### src/rtl/lif_pkg.sv
// Shared types and widths for the time-multiplexed LIF neuron array.
package lif_pkg;

   localparam int V_W = 8;
   localparam int R_W = 6;

   typedef enum logic [2:0] {
      ST_IDLE   = 3'd0,
      ST_READ   = 3'd1,
      ST_UPDATE = 3'd2,
      ST_EMIT   = 3'd3,
      ST_DONE   = 3'd4
   } lif_sched_state_t;

endpackage

### src/rtl/lif_update_core.sv
// Combinational leaky-integrate-fire update for one neuron: refractory countdown,
// fire-on-stored-threshold, leak-and-integrate with saturation at the threshold.
module lif_update_core
   import lif_pkg::*;
#(
   parameter logic [V_W-1:0] THRESHOLD     = 8'd255,
   parameter logic [V_W-1:0] LEAK_RATE     = 8'd1,
   parameter int             REFRAC_PERIOD = 32
) (
   input  logic [V_W-1:0] v,
   input  logic [R_W-1:0] r,
   input  logic [V_W-1:0] i_cur,
   output logic [V_W-1:0] v_next,
   output logic [R_W-1:0] r_next,
   output logic           spike
);

   logic [V_W:0] sum;

   always_comb begin
      // Only consumed when v >= LEAK_RATE, so the subtraction never wraps where it matters.
      sum    = {1'b0, v} + {1'b0, i_cur} - {1'b0, LEAK_RATE};
      v_next = v;
      r_next = r;
      spike  = 1'b0;
      if (r != '0) begin
         r_next = r - R_W'(1);
      end else if (v >= THRESHOLD) begin
         v_next = '0;
         r_next = R_W'(REFRAC_PERIOD);
         spike  = 1'b1;
      end else if (v < LEAK_RATE) begin
         v_next = i_cur;
      end else if (sum[V_W]) begin
         v_next = THRESHOLD;
      end else begin
         v_next = sum[V_W-1:0];
      end
   end

endmodule

### src/rtl/lif_array_scheduler.sv
// Sweeps NUM_NEURONS virtual LIF neurons through one shared update core per tick,
// streaming spiking neuron indices out as address-events.
//
// state  | meaning
// IDLE   | waiting for tick
// READ   | cur_rd asserted for neuron idx
// UPDATE | cur_data valid; neuron idx updated
// EMIT   | spike event for idx held until spike_ready
// DONE   | done pulse; spike_count latched
module lif_array_scheduler
   import lif_pkg::*;
#(
   parameter int          NUM_NEURONS   = 16,
   parameter logic [7:0]  THRESHOLD     = 8'd255,
   parameter logic [7:0]  LEAK_RATE     = 8'd1,
   parameter int          REFRAC_PERIOD = 32,
   parameter int          AW            = $clog2(NUM_NEURONS)
) (
   input  logic          clk,
   input  logic          reset,
   input  logic          tick,
   output logic          busy,
   output logic          done,
   output logic          overrun,
   output logic          cur_rd,
   output logic [AW-1:0] cur_addr,
   input  logic [7:0]    cur_data,
   output logic          spike_valid,
   output logic [AW-1:0] spike_addr,
   input  logic          spike_ready,
   output logic [AW:0]   spike_count
);

   localparam logic [AW-1:0] LAST_IDX = AW'(NUM_NEURONS - 1);

   lif_sched_state_t state;
   logic [AW-1:0]    idx;
   logic [AW:0]      run_cnt;
   logic [V_W-1:0]   v_mem [NUM_NEURONS];
   logic [R_W-1:0]   r_mem [NUM_NEURONS];

   logic [V_W-1:0]   v_next;
   logic [R_W-1:0]   r_next;
   logic             spike;
   logic             last;

   assign last = (idx == LAST_IDX);

   lif_update_core #(
      .THRESHOLD     (THRESHOLD),
      .LEAK_RATE     (LEAK_RATE),
      .REFRAC_PERIOD (REFRAC_PERIOD)
   ) u_core (
      .v      (v_mem[idx]),
      .r      (r_mem[idx]),
      .i_cur  (cur_data),
      .v_next (v_next),
      .r_next (r_next),
      .spike  (spike)
   );

   always_ff @(posedge clk or posedge reset) begin
      if (reset) begin
         state       <= ST_IDLE;
         idx         <= '0;
         run_cnt     <= '0;
         busy        <= 1'b0;
         done        <= 1'b0;
         overrun     <= 1'b0;
         cur_rd      <= 1'b0;
         cur_addr    <= '0;
         spike_valid <= 1'b0;
         spike_addr  <= '0;
         spike_count <= '0;
         for (int k = 0; k < NUM_NEURONS; k++) begin
            v_mem[k] <= '0;
            r_mem[k] <= '0;
         end
      end else begin
         done    <= 1'b0;
         cur_rd  <= 1'b0;
         overrun <= tick && (state != ST_IDLE);
         case (state)
            ST_IDLE: begin
               if (tick) begin
                  idx      <= '0;
                  run_cnt  <= '0;
                  busy     <= 1'b1;
                  cur_rd   <= 1'b1;
                  cur_addr <= '0;
                  state    <= ST_READ;
               end
            end
            ST_READ: begin
               state <= ST_UPDATE;
            end
            ST_UPDATE: begin
               v_mem[idx] <= v_next;
               r_mem[idx] <= r_next;
               if (spike) begin
                  spike_valid <= 1'b1;
                  spike_addr  <= idx;
                  state       <= ST_EMIT;
               end else if (last) begin
                  done  <= 1'b1;
                  state <= ST_DONE;
               end else begin
                  idx      <= idx + AW'(1);
                  cur_addr <= idx + AW'(1);
                  cur_rd   <= 1'b1;
                  state    <= ST_READ;
               end
            end
            ST_EMIT: begin
               // The read for the next neuron is held back until the event is accepted.
               if (spike_ready) begin
                  spike_valid <= 1'b0;
                  run_cnt     <= run_cnt + (AW+1)'(1);
                  if (last) begin
                     done  <= 1'b1;
                     state <= ST_DONE;
                  end else begin
                     idx      <= idx + AW'(1);
                     cur_addr <= idx + AW'(1);
                     cur_rd   <= 1'b1;
                     state    <= ST_READ;
                  end
               end
            end
            ST_DONE: begin
               spike_count <= run_cnt;
               busy        <= 1'b0;
               state       <= ST_IDLE;
            end
            default: begin
               state <= ST_IDLE;
            end
         endcase
      end
   end

endmodule

### config.mk
export PLATFORM = sky130hd
export DESIGN_NAME = lif_array_scheduler
export DESIGN_NICKNAME = d
export VERILOG_FILES = /design/src/rtl/lif_pkg.sv /design/src/rtl/lif_update_core.sv /design/src/rtl/lif_array_scheduler.sv
export SDC_FILE = /design/constraint.sdc
export NUM_CORES = 1
export LEC_CHECK = 0
export CAP_MARGIN = 20
export CORE_ASPECT_RATIO = 1.2
export CORE_MARGIN = 2
export CORE_UTILIZATION = 27
export DETAILED_ROUTE_END_ITERATION = 6
export PLACE_DENSITY_LB_ADDON = 0.05
export SYNTH_ARGS = -nofsm -noshare
export SYNTH_HDL_FRONTEND = slang
export SYNTH_SLANG_ARGS = --single-unit
### constraint.sdc
create_clock -name clk -period 11.16 [get_ports clk]
set_input_delay 1.674 -clock clk [delete_from_list [all_inputs] [get_ports clk]]
set_output_delay 1.674 -clock clk [all_outputs]
set_load 0.01 [all_outputs]
Word-level counts from Yosys, hierarchy flattened
Index checks and enable logic that the tools add are counted.
W data, S select, Z words.
{ "totals": {"inputBits": 12, "regBits": 254, "word_cells": 128, "output_inout_bits": 18} }
{ "classes": {"addsub": 5, "eq_ne": 9, "n_bitwise": 1, "n_reduce_logical": 15, "magnitude_cmp": 4, "n_mux": 51} }
{ "op_table": {"columns": ["operator", "n"], "rows": [
  ["$bwmux W128", 1],
  ["$bwmux W96", 1],
  ["$mux W8", 7],
  ["$bmux W8 S4", 1],
  ["$demux W8 S4", 1],
  ["$mux W6", 5],
  ["$mux W4", 7],
  ["$bmux W6 S4", 1],
  ["$demux W6 S4", 1],
  ["$pmux W4 S3", 2],
  ["$mux W1", 12],
  ["$mux W3", 4],
  ["$pmux W3 S4", 1],
  ["$mux W5", 2],
  ["$pmux W5 S2", 1],
  ["$add A8 B8 Y9", 1],
  ["$sub A9 B1 Y9 const B", 1],
  ["$ge A8 B8 Y1 const B", 1],
  ["$lt A8 B1 Y1 const B", 1],
  ["$ne A2 B2 Y1 const B", 4],
  ["$eq A3 B2 Y1 const B", 2],
  ["$pmux W1 S2", 3],
  ["$reduce_and A2 Y1", 3],
  ["$reduce_and A3 Y1", 2],
  ["16 further kinds", 20]
]} }

Longest topological paths before layout
{ "logic_depth": {"ltp_word": 11, "mapped_depth": 19, "mapped_depth_nobuf": 15} }

Hierarchy
A second synthesis with hierarchy kept.
{ "hier_totals": {"cells_unflattened": 875, "area_unflattened_um2": 12455.7} }
{ "by_module_without_submodules": {"columns": ["module", "cells_per_inst", "instances", "area_per_inst_um2", "seq_area_each_um2"], "rows": [
  ["lif_array_scheduler", 742, 1, 11519.8, 6256.0],
  ["lif_update_core", 133, 1, 935.9, 0.0]
]} }

Least setup slack after synthesis
OpenSTA, ideal clock, no wires.
{ "synth_timing": {"path_type": "register -> register", "start": "register, netlist name cur_addr[1]", "end": "register v_mem[17] (netlist bit)", "t_required_ps": 11030, "path_stages_with_launch": 16, "n_path_buf": 3, "setup_slack_ps": 6610, "arrival_ps": 4420, "path_cell_list": "dfrtp_1 -> buf_2 -> clkbuf_1 -> mux4_2 -> a221oi_1 -> ha_1 -> inv_1 -> ha_1 -> a21o_1 -> a211oi_1 -> o21ai_0 -> o211ai_1 -> xnor2_1 -> nor4_2 -> buf_2 -> o31ai_2"} }
{ "synth_lines": {"columns": ["element", "line_no", "text"], "rows": [
  ["to (signal, indexed assignment)", "lif_array_scheduler.sv:98", "v_mem[idx] <= v_next;"],
  ["to (decl)", "lif_array_scheduler.sv:39", "logic [V_W-1:0] v_mem [NUM_NEURONS];"]
]} }

==> metrics <==
status complete, no violations; final core occ 31.9%; Detailed Place HPWL 23900 µm; slowest stage cell, crit path dfrtp_4; post-synth top area cell dfrtp_1; Final min period 5840 ps; period utilisation layout 52.3%; Yosys reg bits 250; Hold Crit Class reg -> reg; Placed Cells 1695; CP max stage delay 1060 ps; WL/cell 23.0 µm; Vias 8485; register area share after synthesis 49.5%; Layout area overhead 16.2%; Synth Flop Type dfrtp_1; CTS clk-pin slew, worst paths 60 ps; initial antenna violation count 0; DRC viols 0; Distinct cells, synth 57; worst hold slack 474 ps; Max FO, Critical Path 47; first-pass GRT wire length 61700 µm; GRT Residual Overflow 0; metal2 WL 19300 µm; Die W 201 µm; DR WL met3 1320 µm; core area 46100 µm²; Top Ports 30; Final Max Slew Viols 0; worst-path cell chain buf_4, mux4_2, a22o_1, a221oi_1, ha_1, inv_1, ha_1, or3_1, o211ai_1, xnor2_2, buf_8, nor4b_4, buf_6, o31ai_2; Max-cap violations 0; post-CTS setup buffers 0; Synth area leaders dfrtp_1, mux4_2, o31ai_2; Syn. warnings 0; TritonCTS clock tree done; gr usage total 17.0%; number of flops mapped to enable cells by yosys 0; DR pass1 iterations 5; CTS-repair resized insts 0; cell row count 86; DRT iter0 DRCs 453; Mapped Area 12600 µm²; clk root buf clkbuf_16; final setup fails 0; post-synth top area share 49.5%; Max Clock Freq 171 MHz; setup_tns 0 ps; ANT nets after route 0; CP Launch Type register; placer congestion estimate 0.727; port buffer count 29; cts hold-fix bufs 0; Mapped Nets 1139; CTS sink count 250; Setup CP Type reg -> reg; cell count after synthesis 1104; CTS H-tree depth 1; routed wire length 40300 µm; Met1 Routed Length 19000 µm; Die Y 241 µm; Rel. slew slack 24.4%; worst-skew pair later-pin latency 600 ps; initial core utilization 27.4%; die area 48600 µm²; Clock Tree Buf Depth 3; arrival time of the worst setup path 6280 ps; Max Used Layer met4; TritonCTS buffer count 30; Synth async-reset ratio 100%; Finished Layout Cells 1751; R2R Setup Slk 5320 ps; vias in the first global route 8932; syn_area_per_cell 11.4 µm²; RSZ-0062 raised after global routing false; vias per cell 4.85; Fin. Hold Viols 0; final clock skew 21.4 ps; largest net degree at the start of global routing 159; n_diodes 0; Crit path top cell by count ha_1; nets 1146; critical path data required time 11600 ps; kind of end point of the critical path register; worst slew pin tran 1130 ps; layout cell share with drive strength beyond 1 24.7%
==> cells in the mapped netlist (13+ instances only) <==
master and count:
a21oi_1 24, a31oi_1 15, buf_2 13, buf_4 16
clkbuf_1 56, dfrtp_1 250, ha_1 22, inv_1 31
mux2_2 27, mux4_2 58, nand2_1 209, nand3_1 27
nor2_1 39, o21ai_0 60, o21ai_1 30, o31ai_1 42
o31ai_2 70
==> worst paths after layout <==
path	start	endpoint	cells past startpoint
worst max-delay path	cur_addr[0]	v_mem[16]	14
worst min-delay path	v_mem[80]	v_mem[80]	2
worst max register to register	cur_addr[0]	v_mem[16]	14
worst min register to register	v_mem[80]	v_mem[80]	2
max in group asynchronous	reset	v_mem[35]	3
min in group asynchronous	reset	busy	2
==> stage by stage <==
step           area [µm²]  worst slack, ps
3_5_place_dp        13600             5260
6_report            14700             5320
5_1_grt             14700             4960
4_1_cts             14700             5210
2_1_floorplan       12600             2610
3_3_place_gp        13600             4920
==> per-layer routing <==
metal  vias up  global-route usage [%]
li1       4045                       -
met1      4278                    23.4
met2       123                    28.9
met3        39                    2.05
met4         0                    3.85
met5         -                       0
==> area by class of cell <==
cell class              instances  area, µm²
fillers                      4742      31400
repair buffers                 67        608
clock buffers                  42        866
flip-flops and latches        250       6260
well taps                     616        771
multi-input cells             731       5880
inverters                      31        124
clock inverters                14        173
==> cell usage in the layout (no fill, tap or decap), drive strengths merged, types with 6 or more instances in the layout <==
cell type / instances
nor3: 6
clkinv: 10
ha: 22
a22o: 10
o21ai: 90
a221oi: 8
a21oi: 35
buf: 38
o31ai: 112
nor2: 39
mux4: 58
nand3: 27
a31oi: 15
and2: 6
dfrtp: 250
clkdlybuf4s50: 29
inv: 31
nand2: 209
mux2: 27
nor4: 8
clkbuf: 42
==> critical path, delay by kind of cell, from the launching register on <==
family                     cells  cell delay, ps
DFF                            1            1060
xor gates and xnor gates       1             180
buffers and inverters          4            1000
adders and majority gates      2             630
AOI/OAI and AO/OA              4            1220
and+or+nand+nor                2            1000
muxes                          1             550
==> flip-flops by register name (all words and copies together), names as in the netlist <==
signal / count
busy: 1
state: 3
spike_addr: 4
overrun: 1
cur_rd: 1
r_mem: 96
run_cnt: 5
cur_addr: 4
done: 1
spike_valid: 1
spike_count: 5
v_mem: 128
==> logic make-up after synthesis <==
logic type	count (synthesis)	share of synthesized area [%]
DFF	250	49.5
xor gates and xnor gates	8	0.554
buffers and inverters	123	4.64
AOI/OAI and AO/OA	289	18.5
adders and majority gates	23	2.34
and+or+nand+nor	321	11.3
muxes	90	13.1
Power is not shown: default switching activity piles up to over one toggle a cycle in this logic, so the estimate is an artifact.
